## src/rtl/tri_bus_arbiter.sv

```systemverilog
// tri_bus_arbiter: round-robin owner sequencing for a shared tri-state bus, with a dead turnaround cycle between owners.
// Define TRI_BUS_TIMEOUT_EN to add the hold counter and HOLD_MAX preemption.
module tri_bus_arbiter #(
   parameter int NREQ     = 4,
   parameter int HOLD_MAX = 16
) (
   input  logic                    clk,
   input  logic                    reset_n,
   input  logic [NREQ-1:0]         req,
   output logic [NREQ-1:0]         grant,
   output logic                    owner_valid,
   output logic [$clog2(NREQ)-1:0] owner_id,
   output logic                    timeout
);
   localparam int IW = $clog2(NREQ);
   localparam logic [1:0] S_IDLE = 2'd0, S_OWN = 2'd1, S_TURN = 2'd2;
   logic [1:0]      state_q, state_d;
   logic [NREQ-1:0] grant_q, grant_d;
   logic [IW-1:0]   owner_q, owner_d, last_q, last_d;
   logic            timeout_q, timeout_d;
   logic [IW-1:0]   win, idx;
   logic            found, preempt;
   always_comb begin
      win   = '0;
      idx   = '0;
      found = 1'b0;
      for (int i = 1; i <= NREQ; i++) begin
         idx = IW'((int'(last_q) + i) % NREQ);
         if (!found && req[idx]) begin
            found = 1'b1;
            win   = idx;
         end
      end
   end
`ifdef TRI_BUS_TIMEOUT_EN
   localparam int HW = $clog2(HOLD_MAX + 1);
   logic [HW-1:0] hold_q, hold_d;
   assign preempt = (hold_q == HW'(HOLD_MAX)) && |(req & ~grant_q);
   always_comb
      hold_d = state_q != S_OWN ? HW'(found && state_q == S_IDLE)
             : hold_q == HW'(HOLD_MAX) ? hold_q : hold_q + HW'(1);
   always_ff @(posedge clk)
      hold_q <= !reset_n ? '0 : hold_d;
`else
   assign preempt = 1'b0;
`endif
   always_comb begin
      state_d   = state_q;
      grant_d   = grant_q;
      owner_d   = owner_q;
      last_d    = last_q;
      timeout_d = 1'b0;
      case (state_q)
         S_IDLE: if (found) begin
            state_d = S_OWN;
            grant_d = NREQ'(1) << win;
            owner_d = win;
            last_d  = win;
         end
         S_OWN: if (!req[owner_q] || preempt) begin
            state_d   = S_TURN;
            grant_d   = '0;
            owner_d   = '0;
            // a normal release wins over a coincident preemption
            timeout_d = req[owner_q];
         end
         default: state_d = S_IDLE;
      endcase
   end
   always_ff @(posedge clk) begin
      if (!reset_n) begin
         state_q   <= S_IDLE;
         grant_q   <= '0;
         owner_q   <= '0;
         last_q    <= IW'(NREQ - 1);
         timeout_q <= 1'b0;
      end else begin
         state_q   <= state_d;
         grant_q   <= grant_d;
         owner_q   <= owner_d;
         last_q    <= last_d;
         timeout_q <= timeout_d;
      end
   end
   assign grant       = grant_q;
   assign owner_valid = |grant_q;
   assign owner_id    = owner_q;
   assign timeout     = timeout_q;
endmodule

```

## config.mk

```make
export PLATFORM = sky130hd
export DESIGN_NAME = tri_bus_arbiter
export DESIGN_NICKNAME = d
export VERILOG_FILES = /design/src/rtl/tri_bus_arbiter.sv
export SDC_FILE = /design/constraint.sdc
export NUM_CORES = 1
export LEC_CHECK = 0
export BUFFER_PORTS_ARGS = -buffer_cell sky130_fd_sc_hd__buf_2
export CAP_MARGIN = 20
export CORE_MARGIN = 2
export CORE_UTILIZATION = 37
export DETAILED_ROUTE_END_ITERATION = 7
export PLACE_DENSITY = 0.63
export SYNTH_ARGS = -nofsm -noshare
export SYNTH_HDL_FRONTEND = slang
export SYNTH_SLANG_ARGS = --single-unit
```

## constraint.sdc

```tcl
create_clock -name clk -period 1.7 [get_ports clk]
set_clock_uncertainty 0.2 [all_clocks]
set_input_delay 0.085 -clock clk [delete_from_list [all_inputs] [get_ports clk]]
set_output_delay 0.085 -clock clk [all_outputs]
set_load 0.01 [all_outputs]
```

---- Word level (Yosys, flattened, before mapping) ----
Index checks and enable logic that the tools add are counted.
storage, ports and cells
  register bits ........................... 10
  output and inout bits ................... 8
  logic and storage cells ................. 56
cells by class
  $add $sub $neg .......................... 4
  magnitude comparators ................... 5
  equality and inequality tests ........... 3
  shift-type cells ........................ 1
  mux-type cells .......................... 27
  reductions and logical operators ........ 12
operator list
  operator             number
  $mux 2               8
  $lt 2x3->1 const B   5
  $bmux 1 s2           5
  $mux 1               9
  $mux 4               2
  $pmux 2 s2           2
  $pmux 4 s2           1
  $add 2x1->2 const B  2
  $add 2x2->2 const B  2
  $ne 2x2->1 const B   2
  $reduce_and 2->1     2
  $reduce_or 4->1      1
  $shl 1x2->4 const A  1
  $logic_and 1x1->1    3
  $logic_not 1->1      3
  $reduce_and 3->1     1
  $eq 2x1->1 const B   1
  $logic_not 2->1      1
  $reduce_bool 2->1    1

---- Depth between registers and ports, before layout ----
Gate-level depths: netlist of the first run.
  word-level depth ........................ 16
  depth in mapped cells ................... 4
  depth with buffers taken out ............ 4

---- Worst setup path before layout of the first run ----
Ideal clock, no wire load.
  path kind ............................... register to register
  start point ............................. reg owner_q[1], in the netlist owner_id[1]
  end point ............................... reg grant_q[0], in the netlist grant[0]
  setup time .............................. 0.117 ns
  data arrival time ....................... 1.547 ns
  required time ........................... 1.383 ns
  setup slack ............................. -0.164 ns
  cell stages (with the launch flop) ...... 4
  path buffers ............................ 0
  clock period less this slack ............ 1.864 ns
  path through ............................ dfxtp_1 -> mux4_2 -> a211o_1 -> a32o_1
between the ends
  longest elaborated chain between the ends .. 4
ends and longest elaborated chain
  element                       line  text
  start: declaration            19    logic [IW-1:0] owner_q, owner_d, last_q, last_d;
  start signal: assignment      80    owner_q <= owner_d;
  $bmux 1 s2                    60    S_OWN: if (!req[owner_q] || preempt) begin
  $mux 1 (implied by the code)  60
  $ne 2x2->1 (no line)          n/a
  $reduce_and 3->1 (no line)    n/a
  end signal: assignment        79    grant_q <= grant_d;
  end: declaration              18    logic [NREQ-1:0] grant_q, grant_d;
Every way passes these cells. The select of a mux whose other input is x is not followed.
A chain may end at the register's enable or synchronous reset.

---- Final worst setup path of the first run ----
  start point ............................. reg owner_q[1], in the netlist owner_id[1]
  end point ............................... reg grant_q[2], in the netlist grant[2]
Same word-level chain as after synthesis.

==> qor.json, run 1 <==
{
  "outcome": {
    "outcome": "finished with violations",
    "failed_checks": "negative setup slack"
  },
  "routing": {
    "routed-via-count": 465,
    "vias_per_cell": 5.284,
    "drt-pass1-iter-count": 3,
    "detail-route-antenna-nets": 0,
    "post_drt_wl_per_cell_um": 12.25,
    "drt_first_iter_violations": 6,
    "wl_mm": 1.078,
    "drt_drc_violations_left": 0
  },
  "floorplanning": {
    "die_w_um": 40.60,
    "initial_core_util_pct": 39.05,
    "die-area_mm2": 0.001648,
    "rows": 13,
    "floorplan.io_pins": 14,
    "die_h_um": 40.60,
    "floorplan.core_area_mm2": 0.001269
  },
  "power": {
    "pwr_density_cell_mw_per_mm2": 1044,
    "vdd_drop_max_uv": 618.5,
    "design_power_total_uw": 676.9,
    "leakage_uw": 0.0003143
  },
  "synthesis": {
    "post_synth_inst_count": 53,
    "yosysUniqueCellTypes": 31,
    "part_of_the_yosys_area_used_for_sequential_elements_pct": 40.40,
    "synth.ff_latch_count": 10,
    "post_synth_xor_area_fraction_pct": 0,
    "synth_area_in_compound_gates_pct": 25.76,
    "syn_area_um2": 495.5,
    "dominant_combinational_cell_family_by_area_after_synthesis": "compound AO/OA/AOI/OAI gates",
    "synth_top_cells_by_count": "sky130_fd_sc_hd__dfxtp_1, sky130_fd_sc_hd__a32o_1, sky130_fd_sc_hd__inv_1, sky130_fd_sc_hd__nor2_1",
    "synthMostInstantiatedCell": "sky130_fd_sc_hd__dfxtp_1",
    "syn-mean-instance-area_um2": 9.349,
    "post_synth_fa_ha_maj_area_fraction_pct": 0,
    "post_synth_mux_area_share_pct": 6.566,
    "synth_edf_count": 0,
    "yosysTopAreaCellShare_pct": 40.40,
    "synthTopCellsByArea": "sky130_fd_sc_hd__dfxtp_1, sky130_fd_sc_hd__a32o_1, sky130_fd_sc_hd__mux4_2",
    "synth_nets": 59,
    "async_reset_ff_share_pct": 0,
    "synth_area_leader_cell": "sky130_fd_sc_hd__dfxtp_1",
    "synth-warning-count": 0,
    "synthFlopType": "sky130_fd_sc_hd__dfxtp_1",
    "synth_simple_gate_area_share_pct": 21.21
  },
  "setup_path": {
    "worst_ep_required_time_ps": 1660,
    "register_to_register_path_depth": 3,
    "worstSetupStartpoint": "owner_id[1]$_SDFFE_PN0P_",
    "worst_setup_path_endpoint": "grant[2]$_SDFFE_PN0P_",
    "regToRegSetupSlack_ps": -60,
    "critical_path.max_fanout": 6,
    "critical_path_buf_inv_count": 0,
    "worst_path_largest_cell_delay_ps": 510,
    "critical_path.top_delay_family": "compound AO/OA/AOI/OAI gates",
    "r2r-start": "owner_id[1]$_SDFFE_PN0P_",
    "worstPathArrival_ps": 1720,
    "endpoint_kind": "register",
    "worst_path_cell_trace": "mux4_2 -> a211o_1 -> a32o_1",
    "crit_type": "reg2reg",
    "worstSetupStartpointType": "register",
    "worst_r2r_endpoint": "grant[2]$_SDFFE_PN0P_",
    "slowest_stage": "sky130_fd_sc_hd__mux4_2",
    "critical_path_cell_count": 3
  },
  "global_routing": {
    "initial_antenna_violation_count": 0,
    "largest_net_degree_at_the_start_of_global_routing": 11,
    "via_count_of_the_first_global_routing_pass": 401,
    "global_route.usage.met1_pct": 20.13,
    "first_pass_grt_wire_length_mm": 1.697,
    "grt_use_met3_pct": 5.000,
    "grt_use_met2_pct": 26.19,
    "grt_max_usage_layer": "met2",
    "grt.overflow.total": 0,
    "combined_global_route_utilization_of_all_metal_layers_pct": 16.82
  },
  "clock_tree": {
    "cts_buffer_depth": 2,
    "clkTransAtPathRegs_ps": 70,
    "clock_tree.htree_level_count": 1,
    "post_cts.resized_instances": 0,
    "cts_root_buffer": "sky130_fd_sc_hd__clkbuf_4",
    "numCtsBuffers": 3,
    "tritoncts": "yes",
    "postCtsSetupBuffers": 0,
    "clock_insertion_delay_worst_skew_ps": 260,
    "cts.sink_count": 10
  },
  "run": {
    "cap_violations": 0
  },
  "finish": {
    "syn_to_final_growth_pct": 30.81,
    "total_nets_final": 80,
    "fin_area_um2": 648.1,
    "ff_latch_area_um2": 201.4,
    "final_layout_size_suffix_gt1_share_pct": 32.88,
    "filler_cell_count": 129,
    "n_antenna_cell": 0,
    "multiInputGateArea_um2": 269.0
  },
  "sta": {
    "sum_of_negative_setup_slack_ps": -263.5,
    "final_min_period_over_clock_period_pct": 103.5,
    "maxSlewViolCount": 0,
    "final.setup.worst_slack_ps": -59.07,
    "setup_violations_final": 5,
    "hold_viol": 0,
    "hold_ws_ps": 111.6,
    "finalCriticalPeriod_ps": 1759,
    "rsz0062_at_grt": "true",
    "achievable-frequency_ghz": 0.5685
  },
  "placement": {
    "dpl_cell_area_um2": 601.8,
    "buffer_ports.inserted": 12,
    "hpwlAfterDp_um": 871.8,
    "finalWeightedCongestion": 0.7592
  },
  "hold_path": {
    "timing.hold.worst.class": "in2reg",
    "holdPathStages": 4
  }
}
==> placed cells by master (no fill, tap or decap), types with 2 or more instances in the layout <==
cell type                  synthesis  final
sky130_fd_sc_hd__a21o_1            2      2
sky130_fd_sc_hd__a31oi_1           2      2
sky130_fd_sc_hd__a32o_1            4      4
sky130_fd_sc_hd__and2_1            2      2
sky130_fd_sc_hd__buf_2             0     12
sky130_fd_sc_hd__buf_4             1      5
sky130_fd_sc_hd__clkbuf_4          0      3
sky130_fd_sc_hd__dfxtp_1          10      9
sky130_fd_sc_hd__inv_1             4      4
sky130_fd_sc_hd__nor2_1            4      4
sky130_fd_sc_hd__nor3_1            2      2
==> state kept, by name, indices dropped and copies added (netlist names) <==
register,count
grant,4
owner_id,2
last_q,2
state_q,2
==> metal layers <==
metal  up-vias  wire length, um  part of all wire [%]
met5         -                0                     0
met1       205              494                    46
met2        14              515                    48
li1        244                -                     -
met4         0                4                  0.37
met3         2               63                   5.8
==> worst min path at each step <==
stage,slack [ps],end,start
3_5_place_dp,210,last_q[0]$_SDFFE_PN1P_,reset_n
2_1_floorplan,180,owner_id[0]$_SDFFE_PN0P_,req[0]
5_1_grt,140,grant[3]$_SDFFE_PN0P_,req[0]
6_report,110,grant[1]$_SDFFE_PN0P_,req[0]
3_3_place_gp,210,last_q[0]$_SDFFE_PN1P_,reset_n
4_1_cts,100,grant[1]$_SDFFE_PN0P_,req[0]
==> through the flow <==
| step | util (%) | setup WS [ps] | cells |
|---|---|---|---|
| after floorplan | - | -35.09 | 53 |
| after global placement | 47.44 | -22.36 | 83 |
| after detailed placement | 47.44 | -51.70 | 83 |
| after CTS | 51.08 | -57.14 | 88 |
| after global routing | 51.08 | -111.2 | 88 |
| final | 51.08 | -59.07 | 88 |
==> report_power, final <==
group	internal (uW)	leakage, uW	switching (uW)	total, uW
registers	263	0.0000827	25.3	288
clock network	130	0.0000210	81.8	212
logic	90.0	0.000211	87.1	177
==> kinds of logic after synthesis <==
logic type	after synthesis
muxes	2
DFF	10
other	1
and+or+nand+nor	18
buffers and inverters	6
AOI/OAI and AO/OA	16
==> tightest hold or removal path, cell delays in order <==
cell and delay (ps):
sky130_fd_sc_hd__buf_2 120, sky130_fd_sc_hd__inv_1 70, sky130_fd_sc_hd__a21o_1 150, sky130_fd_sc_hd__a32o_1 120
==> final cells by class <==
cell class / count / share of cell area (%)
flip-flops and latches: 10 / 31.08
well taps: 15 / 2.896
repair buffers: 18 / 16.60
multi-input cells: 37 / 41.51
inverters: 4 / 2.317
clock buffers: 4 / 5.598
==> what timing repair did <==
| action | 4_1_cts | 5_1_grt |
|---|---|---|
| setup endpoints to repair | 5 | 6 |
| endpoints found under the hold margin | 7 | 0 |
| hold buffers | 1 | 0 |
| pin swaps | 0 | 0 |
(Power assumes the default switching activity.)
==> run 2, diff against run 1 <==
==> constraint.sdc (replaced) <==
create_clock -name clk -period 1.7 [get_ports clk]
set_clock_uncertainty 0.2 [all_clocks]
set_input_delay 0.17 -clock clk [delete_from_list [all_inputs] [get_ports clk]]
set_output_delay 0.17 -clock clk [all_outputs]
set_load 0.01 [all_outputs]
==> run 2 against run 1 <==
  * The flow still finishes with violations (negative setup slack)
  * Cell count decreased by 1.1%
  * Count of clock-buffer cells in the layout is 1 lower
  * Combinational power increased by 6%
  * Critical path type unchanged
  * Critical endpoint is now grant[0]$_SDFFE_PN0P_
==> qor.json, run 2 (synthesis results as in run 1) <==
{
  "power": {
    "leakage": {"value": 0.0003082, "unit": "uW", "change": "-1.9%"},
    "vdd_drop_max": {"value": 370.0, "unit": "uV", "change": "-40%"},
    "pwr_density_cell": {"value": 993.0, "unit": "mW/mm2", "change": "-4.9%"}
  },
  "sta": {
    "final.setup.worst_slack": {"value": -59.56, "unit": "ps", "change": "-0.4915 ps"},
    "finalCriticalPeriod": {"value": 1760, "unit": "ps", "change": "+0.4915 ps"},
    "final_min_period_over_clock_period": {"value": 103.5, "unit": "%", "change": "about the same"},
    "hold_viol": {"value": 0, "change": "unchanged"},
    "rsz0062_at_grt": "true",
    "maxSlewViolCount": {"value": 0, "change": "unchanged"},
    "achievable-frequency": {"value": 0.5683, "unit": "GHz", "change": "about the same"},
    "hold_ws": {"value": 39.38, "unit": "ps", "change": "-72.24 ps"},
    "setup_violations_final": {"value": 5, "change": "unchanged"}
  },
  "finish": {
    "layout.cells.most_common": "sky130_fd_sc_hd__buf_2",
    "syn_to_final_growth_pct": 29.29,
    "largest_register_ffs": {"value": 4, "change": "unchanged"},
    "n_antenna_cell": {"value": 0, "change": "unchanged"},
    "final_layout_size_suffix_gt1_share": {"value": 34.72, "unit": "%", "change": "+1.8 points"},
    "layout.cells.most_common_list": "sky130_fd_sc_hd__buf_2, sky130_fd_sc_hd__dfxtp_1, sky130_fd_sc_hd__buf_4",
    "total_nets_final": {"value": 80, "change": "unchanged"}
  },
  "floorplanning": {
    "rows": {"value": 13, "change": "unchanged"},
    "floorplan.core_area": {"value": 0.001269, "unit": "mm2", "change": "unchanged"},
    "die_h": {"value": 40.60, "unit": "um", "change": "unchanged"},
    "die-area": {"value": 0.001648, "unit": "mm2", "change": "unchanged"},
    "initial_core_util": {"value": 39.05, "unit": "%", "change": "unchanged"},
    "die_w": {"value": 40.60, "unit": "um", "change": "unchanged"},
    "floorplan.io_pins": {"value": 14, "change": "unchanged"}
  },
  "clock_tree": {
    "clock_insertion_delay_worst_skew": {"value": 260, "unit": "ps", "change": "about the same"},
    "numCtsBuffers": {"value": 3, "change": "unchanged"},
    "clock_tree.htree_level_count": {"value": 1, "change": "unchanged"},
    "cts_hold_repair.buffers": {"value": 0, "change": "-1"},
    "clkTransAtPathRegs": {"value": 60, "unit": "ps", "change": "about the same"},
    "cts.sink_count": {"value": 10, "change": "unchanged"},
    "cts_buffer_depth": {"value": 2, "change": "unchanged"},
    "cts_root_buffer": "sky130_fd_sc_hd__clkbuf_4",
    "tritoncts": "yes"
  },
  "routing": {
    "post_drt_wl_per_cell": {"value": 12.92, "unit": "um", "change": "+5.5%"},
    "drt_drc_violations_left": {"value": 0, "change": "unchanged"},
    "wl": {"value": 1.124, "unit": "mm", "change": "+4.3%"},
    "detail-route-antenna-nets": {"value": 0, "change": "unchanged"},
    "drt-pass1-iter-count": {"value": 3, "change": "unchanged"},
    "routed-via-count": {"value": 468, "change": "+0.65%"},
    "drt_first_iter_violations": {"value": 16, "change": "+10"},
    "vias_per_cell": {"value": 5.379, "change": "+1.8%"}
  },
  "setup_path": {
    "worst_path_cell_trace": "mux4_2 -> a211o_4 -> a32o_1",
    "worstPathArrival": {"value": 1710, "unit": "ps", "change": "about the same"},
    "critical_path.max_fanout": {"value": 6, "change": "unchanged"},
    "worstSetupStartpointType": "register",
    "endpoint_kind": "register",
    "critical_path.top_delay_family": "compound AO/OA/AOI/OAI gates",
    "worst_path_largest_cell_delay": {"value": 520, "unit": "ps", "change": "about the same"},
    "crit_type": "reg2reg",
    "critical_path_buf_inv_count": {"value": 0, "change": "unchanged"},
    "worst_ep_required_time": {"value": 1650, "unit": "ps", "change": "about the same"},
    "slowest_stage": "sky130_fd_sc_hd__mux4_2"
  },
  "global_routing": {
    "first_pass_grt_wire_length": {"value": 1.656, "unit": "mm", "change": "-2.4%"},
    "combined_global_route_utilization_of_all_metal_layers": {"value": 15.45, "unit": "%", "change": "-1.4 points"},
    "initial_antenna_violation_count": {"value": 0, "change": "unchanged"},
    "grt.overflow.total": {"value": 0, "change": "unchanged"},
    "largest_net_degree_at_the_start_of_global_routing": {"value": 11, "change": "unchanged"},
    "via_count_of_the_first_global_routing_pass": {"value": 411, "change": "+2.5%"}
  },
  "outcome": {
    "failed_checks": "negative setup slack",
    "outcome": "finished with violations"
  },
  "placement": {
    "dp_slack": {"value": -62.25, "unit": "ps", "change": "-10.55 ps"},
    "finalWeightedCongestion": {"value": 0.8074, "change": "+6.3%"},
    "buffer_ports.inserted": {"value": 12, "change": "unchanged"},
    "hpwlAfterDp": {"value": 815.8, "unit": "um", "change": "-6.4%"}
  },
  "run": {
    "cap_violations": {"value": 0, "change": "unchanged"}
  },
  "hold_path": {
    "timing.hold.worst.class": "in2reg"
  }
}
run 2: final cells by class:
| class | count | area, um2 |
|---|---|---|
| Inverter | 4 | 15.01 |
| Fill cell | 124 | 628.1 |
| Tap cell | 15 | 18.77 |
| Clock buffer | 3 | 22.52 |
| Timing Repair Buffer | 18 | 105.1 |
| Sequential cell | 10 | 201.4 |
| Multi-Input combinational cell | 37 | 277.8 |
run 2: what timing repair did:
item                       CTS  global route
gates resized for setup      0             1
setup buffers                0             1
pin swaps                    1             1
setup endpoints to repair    5             6
run 2: worst paths after layout:
check	slack, ps	depth (start not counted)	end	from
worst max-delay path	-60	3	grant[0]$_SDFFE_PN0P_	owner_id[1]$_SDFFE_PN0P_
worst min register to register	290	1	state_q[1]$_SDFFE_PN0P_	state_q[1]$_SDFFE_PN0P_
worst min-delay path	40	2	last_q[0]$_SDFFE_PN1P_	reset_n
worst max register to register	-60	3	grant[0]$_SDFFE_PN0P_	owner_id[1]$_SDFFE_PN0P_
run 2: per-layer routing:
metal	wire [um]	global-route usage, %	part of all wire, %	vias up
met3	64	5.000	5.7	2
met2	506	23.81	45	14
met4	12	5.000	1.1	0
li1	-	-	-	238
met5	0	0	0	-
met1	541	20.13	48	214
run 2: where the power goes:
| part | internal, uW | switching, uW |
|---|---|---|
| combinational | 98.2 | 89.4 |
| clock | 81.5 | 75.9 |
| sequential | 263 | 28.0 |
run 2: stage by stage:
step	area (um2)	util (%)	setup TNS, ps	total power [uW]	instances
5_1_grt	640.6	50.49	-410.6	667.9	87
3_5_place_dp	601.8	47.44	-202.9	469.8	83
6_report	640.6	50.49	-273.8	636.1	87
2_1_floorplan	496.7	-	-173.2	399.8	53
3_3_place_gp	601.8	47.44	-212.8	467.0	83
4_1_cts	624.3	49.21	-126.7	626.4	86
==> run 3, diff against run 2 <==
- CELL_PAD_IN_SITES_DETAIL_PLACEMENT: default -> 2
- CELL_PAD_IN_SITES_GLOBAL_PLACEMENT: default -> 2
- CORE_UTILIZATION: 37 -> 25
- PLACE_DENSITY: 0.63 -> 0.7
- RECOVER_POWER: default -> 25
- SKIP_LAST_GASP: default -> 1
==> run 3 against run 2 <==
  * The run still ends with negative setup slack left
  * Cell count rose by 16%
  * Non-clock buffer count rose by 2
  * Maximum frequency did not move
  * Count of clock-buffer cells in the layout did not move
  * First-iteration DRC count fell by 56%
  * Worst setup slack barely moved
  * Routed wire length rose by 36%
  * Design area rose by 5.1%
  * Critical endpoint is now grant[2]$_SDFFE_PN0P_
==> qor.json, run 3 (synthesis results as in run 1) <==
{
  "outcome": {
    "outcome": "finished with violations",
    "failed_checks": "negative setup slack"
  },
  "setup_path": {
    "worstPathArrival": {"value": 1730, "unit": "ps", "change": "+20 ps"},
    "crit_type": "reg2reg",
    "slowest_stage": "sky130_fd_sc_hd__mux4_2",
    "critical_path.max_fanout": {"value": 6, "change": "unchanged"},
    "worst_ep_required_time": {"value": 1670, "unit": "ps", "change": "+20 ps"},
    "worst_path_largest_cell_delay": {"value": 520, "unit": "ps", "change": "about the same"},
    "worstSetupStartpointType": "register",
    "worst_path_cell_trace": "mux4_2 -> a211o_4 -> a32o_1",
    "critical_path_cell_count": {"value": 3, "change": "unchanged"},
    "critical_path_buf_inv_count": {"value": 0, "change": "unchanged"},
    "register_to_register_path_depth": {"value": 3, "change": "unchanged"},
    "critical_path.top_delay_family": "compound AO/OA/AOI/OAI gates",
    "endpoint_kind": "register"
  },
  "clock_tree": {
    "cts_hold_repair.buffers": {"value": 0, "change": "unchanged"},
    "cts_buffer_depth": {"value": 2, "change": "unchanged"},
    "cts.sink_count": {"value": 10, "change": "unchanged"},
    "numCtsBuffers": {"value": 3, "change": "unchanged"},
    "clock_insertion_delay_worst_skew": {"value": 270, "unit": "ps", "change": "about the same"},
    "cts_root_buffer": "sky130_fd_sc_hd__clkbuf_4",
    "tritoncts": "yes",
    "clock_tree.htree_level_count": {"value": 1, "change": "unchanged"},
    "clkTransAtPathRegs": {"value": 70, "unit": "ps", "change": "about the same"}
  },
  "floorplanning": {
    "die-area": {"value": 0.002354, "unit": "mm2", "change": "+43%"},
    "die_w": {"value": 48.52, "unit": "um", "change": "+20%"},
    "floorplan.io_pins": {"value": 14, "change": "unchanged"},
    "initial_core_util": {"value": 25.78, "unit": "%", "change": "-13 points"},
    "rows": {"value": 16, "change": "+3"},
    "die_h": {"value": 48.52, "unit": "um", "change": "+20%"},
    "floorplan.core_area": {"value": 0.001922, "unit": "mm2", "change": "+51%"}
  },
  "routing": {
    "wl": {"value": 1.525, "unit": "mm", "change": "+36%"},
    "vias_per_cell": {"value": 5.050, "change": "-6.1%"},
    "routed-via-count": {"value": 510, "change": "+9.0%"},
    "post_drt_wl_per_cell": {"value": 15.10, "unit": "um", "change": "+17%"},
    "drt_first_iter_violations": {"value": 7, "change": "-9"},
    "drt_drc_violations_left": {"value": 0, "change": "unchanged"},
    "detail-route-antenna-nets": {"value": 0, "change": "unchanged"},
    "drt-pass1-iter-count": {"value": 3, "change": "unchanged"}
  },
  "global_routing": {
    "via_count_of_the_first_global_routing_pass": {"value": 539, "change": "+31%"},
    "combined_global_route_utilization_of_all_metal_layers": {"value": 14.17, "unit": "%", "change": "-1.3 points"},
    "first_pass_grt_wire_length": {"value": 2.497, "unit": "mm", "change": "+51%"},
    "initial_antenna_violation_count": {"value": 0, "change": "unchanged"},
    "grt.overflow.total": {"value": 0, "change": "unchanged"},
    "largest_net_degree_at_the_start_of_global_routing": {"value": 11, "change": "unchanged"}
  },
  "power": {
    "pwr_density_cell": {"value": 969.9, "unit": "mW/mm2", "change": "-2.3%"},
    "leakage": {"value": 0.0003148, "unit": "uW", "change": "+2.1%"},
    "vdd_drop_max": {"value": 322.1, "unit": "uV", "change": "-13%"}
  },
  "sta": {
    "maxSlewViolCount": {"value": 0, "change": "unchanged"},
    "setup_violations_final": {"value": 5, "change": "unchanged"},
    "hold_ws": {"value": 29.23, "unit": "ps", "change": "-10.15 ps"},
    "final_min_period_over_clock_period": {"value": 103.5, "unit": "%", "change": "about the same"},
    "final.setup.worst_slack": {"value": -59.56, "unit": "ps", "change": "+0.0009000 ps"},
    "finalCriticalPeriod": {"value": 1760, "unit": "ps", "change": "-0.0009000 ps"},
    "rsz0062_at_grt": "true",
    "achievable-frequency": {"value": 0.5683, "unit": "GHz", "change": "unchanged"},
    "sum_of_negative_setup_slack": {"value": -226.8, "unit": "ps", "change": "+46.98 ps"},
    "hold_viol": {"value": 0, "change": "unchanged"}
  },
  "finish": {
    "final_layout_size_suffix_gt1_share": {"value": 36.49, "unit": "%", "change": "+1.8 points"},
    "largest_register_ffs": {"value": 4, "change": "unchanged"},
    "n_antenna_cell": {"value": 0, "change": "unchanged"},
    "total_nets_final": {"value": 82, "change": "+2.5%"},
    "syn_to_final_growth_pct": 35.86,
    "layout.cells.most_common": "sky130_fd_sc_hd__buf_2",
    "layout.cells.most_common_list": "sky130_fd_sc_hd__buf_2, sky130_fd_sc_hd__dfxtp_1, sky130_fd_sc_hd__buf_4"
  },
  "placement": {
    "finalWeightedCongestion": {"value": 0.6974, "change": "-14%"},
    "hpwlAfterDp": {"value": 1.170, "unit": "mm", "change": "+43%"},
    "buffer_ports.inserted": {"value": 12, "change": "unchanged"},
    "dp_slack": {"value": -62.09, "unit": "ps", "change": "+0.1661 ps"}
  },
  "hold_path": {
    "holdPathStages": {"value": 2, "change": "unchanged"},
    "timing.hold.worst.class": "in2reg"
  },
  "run": {
    "cap_violations": {"value": 0, "change": "unchanged"}
  }
}
[run 3: cell types whose count changed in the layout (fill, tap and decap cells not counted)]
| cell | previous run | this run |
|---|---|---|
| sky130_fd_sc_hd__buf_4 | 6 | 8 |
| sky130_fd_sc_hd__a21oi_1 | 1 | 0 |
| sky130_fd_sc_hd__a21oi_2 | 0 | 1 |
| sky130_fd_sc_hd__buf_2 | 12 | 11 |
| sky130_fd_sc_hd__clkbuf_1 | 0 | 1 |
[run 3: what timing repair did]
item	4_1_cts	5_1_grt
pin swaps	0	1
setup endpoints to repair	5	7
buffers inserted	0	0
gates resized for setup	0	2
[run 3: metal layers]
layer | global-route usage [%] | vias to the layer above | routed length (um)
met5 | 0 | - | 0
met4 | 8.571 | 0 | 42
met3 | 3.395 | 5 | 64
met2 | 24.07 | 14 | 789
met1 | 16.06 | 249 | 629
li1 | - | 242 | -
[run 3: path summary, 6_finish.rpt]
check | start | end | slack [ps]
worst max-delay path | owner_id[1]$_SDFFE_PN0P_ | grant[2]$_SDFFE_PN0P_ | -60
worst min register to register | state_q[1]$_SDFFE_PN0P_ | state_q[1]$_SDFFE_PN0P_ | 320
worst min-delay path | reset_n | last_q[0]$_SDFFE_PN1P_ | 30
worst max register to register | owner_id[1]$_SDFFE_PN0P_ | grant[2]$_SDFFE_PN0P_ | -60
[run 3: report_power, final]
group / leakage (uW) / internal, uW / switching (uW)
registers: 0.0000827 / 263 / 29.7
clock network: 0.0000138 / 82.1 / 85.8
logic: 0.000218 / 97.6 / 94.7
[run 3: area by class of cell]
class	instances	area, um2
Timing Repair Buffer	20	118.9
Tap cell	27	33.78
Multi-Input combinational cell	37	281.5
Fill cell	245	1249
Clock buffer	3	22.52
Sequential cell	10	201.4
Inverter	4	15.01
[run 3: stage by stage]
stage / std cells / power, uW / instance area [um2] / utilization [%]
6_report: 101 / 652.9 / 673.1 / 35.03
5_1_grt: 101 / 700.7 / 673.1 / 35.03
4_1_cts: 101 / 654.0 / 661.9 / 34.44
3_5_place_dp: 98 / 482.2 / 639.4 / 33.27
3_3_place_gp: 98 / 476.3 / 639.4 / 33.27
2_1_floorplan: 53 / 399.8 / 496.7 / -
